`src/rtl/approx_err_monitor_pkg.sv`:
```
// rtl/approx_err_monitor_pkg.sv - shared FSM state type and saturating increment for approx_err_monitor
package approx_mon_pkg;

  typedef enum logic [1:0] {
    RUN,
    DRAIN,
    CLR
  } state_t;

  // Caller narrows the result back to its own width; width must be below 64.
  function automatic logic [63:0] sat_inc(input logic [63:0] val, input int unsigned width);
    logic [63:0] lim;
    lim = (64'd1 << width) - 64'd1;
    return (val >= lim) ? lim : val + 64'd1;
  endfunction

endpackage

```
`src/rtl/approx_err_monitor_if.sv`:
```
// rtl/approx_err_monitor_if.sv - sample stream, clear request and statistics bundle for approx_err_monitor
interface approx_err_monitor_if #(
  parameter int N     = 8,
  parameter int CNT_W = 32,
  parameter int ACC_W = 40
);
  logic             in_valid;
  logic             in_ready;
  logic [N-1:0]     in_a;
  logic [N-1:0]     in_b;
  logic [N-1:0]     in_sum;
  logic             clear;
  logic             stat_valid;
  logic [CNT_W-1:0] stat_samples;
  logic [CNT_W-1:0] stat_errors;
  logic [ACC_W-1:0] stat_ed_sum;
  logic [N-1:0]     stat_ed_max;
  logic             busy;

  modport master (
    output in_valid, in_a, in_b, in_sum, clear,
    input  in_ready, stat_valid, stat_samples, stat_errors, stat_ed_sum, stat_ed_max, busy
  );

  modport slave (
    input  in_valid, in_a, in_b, in_sum, clear,
    output in_ready, stat_valid, stat_samples, stat_errors, stat_ed_sum, stat_ed_max, busy
  );
endinterface

```
`src/rtl/approx_err_monitor_err_dist_unit.sv`:
```
// rtl/approx_err_monitor_err_dist_unit.sv - exact N-bit sum and unsigned distance to the approximate sum
module err_dist_unit #(
  parameter int N = 8
) (
  input  logic [N-1:0] a,
  input  logic [N-1:0] b,
  input  logic [N-1:0] approx,
  output logic [N-1:0] ed,
  output logic         err
);
  logic [N-1:0] exact;

  // Carry-out is dropped, and the distance is a plain magnitude: no modular folding.
  assign exact = a + b;
  assign ed    = (exact >= approx) ? (exact - approx) : (approx - exact);
  assign err   = (exact != approx);
endmodule

```
`src/rtl/approx_err_monitor.sv`:
```
// rtl/approx_err_monitor.sv - error-statistics checker for approximate adders
// Optional build macro: APPROX_MON_MAX_EN enables the maximum error-distance tracker.
module approx_err_monitor
  import approx_mon_pkg::*;
#(
  parameter int N     = 8,
  parameter int CNT_W = 32,
  parameter int ACC_W = 40
) (
  input logic                clk,
  input logic                rst,
  approx_err_monitor_if.slave bus
);
  state_t state, state_nx;
  logic   ready;
  logic   accept;

  logic         s1_valid, s2_valid;
  logic [N-1:0] s1_a, s1_b, s1_sum;
  logic [N-1:0] s2_ed;
  logic         s2_err;
  logic [N-1:0] ed_c;
  logic         err_c;

  logic             stat_valid_q;
  logic [CNT_W-1:0] samples_q, errors_q;
  logic [ACC_W-1:0] ed_sum_q, ed_sum_nx;
  logic [ACC_W:0]   ed_wide;

  always_ff @(posedge clk) begin
    if (rst) state <= RUN;
    else     state <= state_nx;
  end

  always_comb begin
    state_nx = state;
    ready    = 1'b0;
    case (state)
      RUN: begin
        ready = 1'b1;
        if (bus.clear) state_nx = DRAIN;
      end
      DRAIN: if (!s1_valid && !s2_valid) state_nx = CLR;
      CLR:   state_nx = RUN;
      default: state_nx = RUN;
    endcase
  end

  assign accept = bus.in_valid && ready;

  always_ff @(posedge clk) begin
    if (rst) begin
      s1_valid <= 1'b0;
      s2_valid <= 1'b0;
    end else begin
      s1_valid <= accept;
      s2_valid <= s1_valid;
    end
  end

  always_ff @(posedge clk) begin
    if (accept) begin
      s1_a   <= bus.in_a;
      s1_b   <= bus.in_b;
      s1_sum <= bus.in_sum;
    end
    if (s1_valid) begin
      s2_ed  <= ed_c;
      s2_err <= err_c;
    end
  end

  err_dist_unit #(.N(N)) u_edu (
    .a      (s1_a),
    .b      (s1_b),
    .approx (s1_sum),
    .ed     (ed_c),
    .err    (err_c)
  );

  always_comb begin
    ed_wide   = {1'b0, ed_sum_q} + {{(ACC_W + 1 - N){1'b0}}, s2_ed};
    ed_sum_nx = ed_wide[ACC_W] ? {ACC_W{1'b1}} : ed_wide[ACC_W-1:0];
  end

  always_ff @(posedge clk) begin
    if (rst || state == CLR) begin
      stat_valid_q <= 1'b0;
      samples_q    <= '0;
      errors_q     <= '0;
      ed_sum_q     <= '0;
    end else begin
      stat_valid_q <= s2_valid;
      if (s2_valid) begin
        samples_q <= CNT_W'(sat_inc(64'(samples_q), CNT_W));
        if (s2_err) errors_q <= CNT_W'(sat_inc(64'(errors_q), CNT_W));
        ed_sum_q <= ed_sum_nx;
      end
    end
  end

`ifdef APPROX_MON_MAX_EN
  logic [N-1:0] ed_max_q;
  always_ff @(posedge clk) begin
    if (rst || state == CLR)             ed_max_q <= '0;
    else if (s2_valid && s2_ed > ed_max_q) ed_max_q <= s2_ed;
  end
  assign bus.stat_ed_max = ed_max_q;
`else
  assign bus.stat_ed_max = '0;
`endif

  assign bus.in_ready     = ready;
  assign bus.busy         = s1_valid | s2_valid | (state != RUN);
  assign bus.stat_valid   = stat_valid_q;
  assign bus.stat_samples = samples_q;
  assign bus.stat_errors  = errors_q;
  assign bus.stat_ed_sum  = ed_sum_q;
endmodule

```
`src/flat_wrapper.sv`:
```
// flat-port wrapper written by rule: the top's interface ports become plain ports
module approx_err_monitor_flat import approx_mon_pkg::*;
#(
  parameter int N     = 8,
  parameter int CNT_W = 32,
  parameter int ACC_W = 40
)
  (clk, rst, bus_in_valid, bus_in_a, bus_in_b, bus_in_sum, bus_clear, bus_in_ready, bus_stat_valid, bus_stat_samples, bus_stat_errors, bus_stat_ed_sum, bus_stat_ed_max, bus_busy);
  approx_err_monitor_if #(.N(N), .CNT_W(CNT_W), .ACC_W(ACC_W)) bus_i ();
  input logic clk;
  input logic rst;
  input wire logic [$bits(bus_i.in_valid)-1:0] bus_in_valid;
  input wire logic [$bits(bus_i.in_a)-1:0] bus_in_a;
  input wire logic [$bits(bus_i.in_b)-1:0] bus_in_b;
  input wire logic [$bits(bus_i.in_sum)-1:0] bus_in_sum;
  input wire logic [$bits(bus_i.clear)-1:0] bus_clear;
  output wire logic [$bits(bus_i.in_ready)-1:0] bus_in_ready;
  output wire logic [$bits(bus_i.stat_valid)-1:0] bus_stat_valid;
  output wire logic [$bits(bus_i.stat_samples)-1:0] bus_stat_samples;
  output wire logic [$bits(bus_i.stat_errors)-1:0] bus_stat_errors;
  output wire logic [$bits(bus_i.stat_ed_sum)-1:0] bus_stat_ed_sum;
  output wire logic [$bits(bus_i.stat_ed_max)-1:0] bus_stat_ed_max;
  output wire logic [$bits(bus_i.busy)-1:0] bus_busy;
  assign bus_i.in_valid = bus_in_valid;
  assign bus_i.in_a = bus_in_a;
  assign bus_i.in_b = bus_in_b;
  assign bus_i.in_sum = bus_in_sum;
  assign bus_i.clear = bus_clear;
  assign bus_in_ready = bus_i.in_ready;
  assign bus_stat_valid = bus_i.stat_valid;
  assign bus_stat_samples = bus_i.stat_samples;
  assign bus_stat_errors = bus_i.stat_errors;
  assign bus_stat_ed_sum = bus_i.stat_ed_sum;
  assign bus_stat_ed_max = bus_i.stat_ed_max;
  assign bus_busy = bus_i.busy;
  approx_err_monitor #(.N(N), .CNT_W(CNT_W), .ACC_W(ACC_W)) u_core (.clk(clk), .rst(rst), .bus(bus_i));
endmodule
```
`config.mk`:
```
export PLATFORM = sky130hd
export DESIGN_NAME = approx_err_monitor_flat
export DESIGN_NICKNAME = d
export VERILOG_FILES = /design/src/rtl/approx_err_monitor_pkg.sv /design/src/rtl/approx_err_monitor_if.sv /design/src/rtl/approx_err_monitor_err_dist_unit.sv /design/src/rtl/approx_err_monitor.sv /design/src/flat_wrapper.sv
export SDC_FILE = /design/constraint.sdc
export NUM_CORES = 1
export LEC_CHECK = 0
export ABC_AREA = 1
export BUFFER_PORTS_ARGS = -buffer_cell sky130_fd_sc_hd__buf_2
export CORE_MARGIN = 2
export CORE_UTILIZATION = 62
export DETAILED_ROUTE_END_ITERATION = 16
export GPL_TIMING_DRIVEN = 1
export HOLD_SLACK_MARGIN = 0.03
export PLACE_DENSITY_LB_ADDON = 0.08
export SYNTH_ARGS = -nofsm -noshare
export SYNTH_HDL_FRONTEND = slang
export SYNTH_SLANG_ARGS = --single-unit
export TNS_END_PERCENT = 10
```
`constraint.sdc`:
```
create_clock -name clk -period 5.65 [get_ports clk]
set_input_delay 0 -clock clk [delete_from_list [all_inputs] [get_ports clk]]
set_output_delay 0 -clock clk [all_outputs]
set_load 0.05 [all_outputs]
```
==> flow_metrics.env <==
export IMPL_outcome="complete, no violations"
export IMPL_rsz0062_at_grt="no"
export IMPL_leakage_nw=4.60
export IMPL_area_growth_pct=17.8
export IMPL_dieArea_um2=15400
export IMPL_synth_adder_area_share_pct=5.36
export IMPL_rr_startpoint="u_core.s1_a[0]"
export IMPL_post_synth_mux_area_share_pct=0.251
export IMPL_syn_cell_area_um2=8960
export IMPL_drtPass1Iterations=5
export IMPL_synth_top_family_by_area="simple AND/OR/NAND/NOR gates"
export IMPL_cts_num_sinks=142
export IMPL_crit_start="u_core.s1_a[0]"
export IMPL_final_common_cell="nand2_1"
export IMPL_n_antenna_cell=0
export IMPL_hold_violations=0
export IMPL_utilization_pct=75.4
export IMPL_clk_pin_slew_ns=0.06
export IMPL_synthSimpleGateAreaFrac_pct=33.5
export IMPL_gp_congestion=0.934
export IMPL_crit_top_cell="nand2_1"
export IMPL_drtAntennaViolNets=0
export IMPL_grt_pass1_wl_mm=37.4
export IMPL_setup_tns_ns=0
export IMPL_min_from="bus_in_b[2]"
export IMPL_yosys_warnings=0
export IMPL_io_pin_count=143
export IMPL_power_mw=2.69
export IMPL_drive_above_1_share_pct=17.2
export IMPL_peakVddDrop_mv=0.228
export IMPL_path_max_fanout=11
export IMPL_cts_tree="done"
export IMPL_layout_common_cells="nand2_1 (322), nor2_1 (160), buf_2 (134), inv_1 (130), dfxtp_1 (108)"
export IMPL_cp_arrival_ns=3.77
export IMPL_routed_wl_mm=22.8
export IMPL_startpoint_type="flip-flop"
export IMPL_path_cells="ha_1, fa_1, nand3_1, nand2_1, nand2_1, nand2_1, a21oi_1, xor2_1, inv_1, ha_1, nand2_1, nor2_1, nand4_1, nand4_1, mux2_1"
export IMPL_drt_iter0_drc=642
export IMPL_netlist_instances=1257
export IMPL_fin_skew_ns=0.00921
export IMPL_die_h_um=124
export IMPL_final_cell_area_um2=10600
export IMPL_grt_max_degree=59
export IMPL_synthDominantCellAreaShare_pct=24.4
export IMPL_cts_htree_levels=4
export IMPL_num_vias=8663
export IMPL_dieWidth_um=124
export IMPL_cp_slowest_cell="ha_1"
export IMPL_postCtsSetupRepairBufs=0
export IMPL_drc_errors=0
export IMPL_cp_end_kind="flip-flop"
export IMPL_drv_cap=0
export IMPL_numPortBuffers=134
export IMPL_ys_seq_elements=142
export IMPL_crit_type="flip-flop to flip-flop"
export IMPL_synth_compound_area_share_pct=10.2
export IMPL_yosysTopAreaCell="dfxtp_1"
export IMPL_core_area_um2=14000
export IMPL_fmax_mhz=278
export IMPL_clock_latency_ns=0.43
export IMPL_synth_avg_cell_area_um2=7.13
export IMPL_post_route_min_period_ns=3.60
export IMPL_placed_cell_area_um2=9690
export IMPL_grt_util_all_layers_pct=30.6
export IMPL_drv_slew=0
export IMPL_r2r_slack_ns=2.05
export IMPL_viasPerCell=5.41
export IMPL_grt_pass1_vias=8028
export IMPL_yosys_top_cells_area="dfxtp_1 (24%), nand2_1 (13%), edfxtp_1 (11%), nor2_1 (6.7%), inv_1 (5.4%)"
export IMPL_dpl_hpwl_mm=16.1
export IMPL_post_route_period_util_pct=63.7
export IMPL_worstPathRequired_ns=5.82
export IMPL_max_slew_worst_pin_slew_ns=1.21
export IMPL_grt_overflow=0
export IMPL_min_path_type="input port to flip-flop"
export IMPL_numCtsBuffers=17
export IMPL_cts_root_buf="clkbuf_16"
export IMPL_critPathMaxStageDelay_ns=0.42
export IMPL_synth_yosys_seq_area_share_pct=35.4
export IMPL_cellPowerDensity_nw_per_um2=255
export IMPL_setup_viol=0
export IMPL_antenna_found_initial=0
export IMPL_synth_xor_area_share_pct=6.65
export IMPL_wire_per_inst_um=14.2
export IMPL_clock_path_buffers=2
export IMPL_maxSlewHeadroom_pct=19.2
export IMPL_synth_cell_types=43
export IMPL_rows=43
export IMPL_start_util_pct=64.0
export IMPL_fin_nets=1473
[worst max-delay path, delay by kind of cell (launching register included)]
family | cells | cell delay (ns)
AND/OR/NAND/NOR | 8 | 1.06
XOR/XNOR | 1 | 0.22
buffers and inverters | 1 | 0.07
flip-flops | 1 | 0.39
adder cells (fa/ha/maj) | 3 | 1.06
AO/OA/AOI/OAI | 1 | 0.17
multiplexers | 1 | 0.38
[synthesized netlist by cell type, drive strengths merged]
library cell    n
nand4          29
nor3b           1
or2             1
o21ai          40
edfxtp         33
nand2         332
clkinv          6
buf            23
and3            2
conb            1
nand3          98
nor2          170
dfxtp         109
nor4            2
mux2            2
o221ai          1
nand3b         12
clkbuf         14
xnor2          19
a21oi          91
o31ai           1
ha             32
a21o            4
xor2           49
nor3           32
a31oi          10
inv           139
fa              4
[per-stage QoR]
step           hold WS [ns]  std cells  worst slack [ns]
2_1_floorplan        0.0724       1264              2.41
5_1_grt               0.277       1602              1.86
3_5_place_dp          0.178       1543              2.16
6_report              0.279       1602              2.05
4_1_cts               0.263       1602              2.14
3_3_place_gp          0.176       1543              2.28
[routing by layer]
layer | global-route usage, % | vias to the layer above | routed length, um
li1 | - | 4370 | -
met1 | 38.9 | 3966 | 9940
met2 | 51.4 | 269 | 10900
met3 | 6.68 | 58 | 1330
met4 | 10.7 | 0 | 578
met5 | 0 | - | 0
[state kept, by name, summed over array words and instances, names as in the netlist]
name                     cells
u_core.bus.stat_ed_sum      40
u_core.bus.stat_errors      32
u_core.bus.stat_samples     32
u_core.s1_a                  8
u_core.s1_b                  8
u_core.s1_sum                8
u_core.s2_ed                 8
u_core.state                 2
u_core.bus.stat_valid        1
u_core.s1_valid              1
u_core.s2_err                1
u_core.s2_valid              1
[layout make-up]
| cell class | count | area [um2] |
|---|---|---|
| Inverter | 145 | 544 |
| Multi-Input combinational cell | 940 | 5060 |
| Clock inverter | 13 | 161 |
| Sequential cell | 142 | 3170 |
| Timing Repair Buffer | 163 | 956 |
| Clock buffer | 19 | 433 |
| Tap cell | 180 | 225 |
| Fill cell | 1115 | 3440 |
[cell families after synthesis]
group	after synthesis
adders and majority gates	36
and+or+nand+nor	679
AOI/OAI and AO/OA	147
DFF	142
other	1
muxes	2
xor gates and xnor gates	68
buffers and inverters	182
[final timing paths]
kind                                end  depth (start not counted)
min reg2reg  u_core.bus.stat_ed_sum[20]                          1
min                      u_core.s1_b[2]                          2
max reg2reg             u_core.s2_ed[1]                         15
max                     u_core.s2_ed[1]                         15
[repair_timing]
item                                   CTS  global route
endpoints found under the hold margin   28             0
gates resized for setup                  0             0
hold buffers                            27             0
setup endpoints to repair                0             0
[where the power goes]
part	total, mW	internal, mW	switching (mW)
clock	1.15	0.697	0.449
sequential	1.11	1.09	0.0208
combinational	0.437	0.159	0.278
total	2.69	1.94	0.748
No activity file was read; power rests on OpenSTA's default activity.
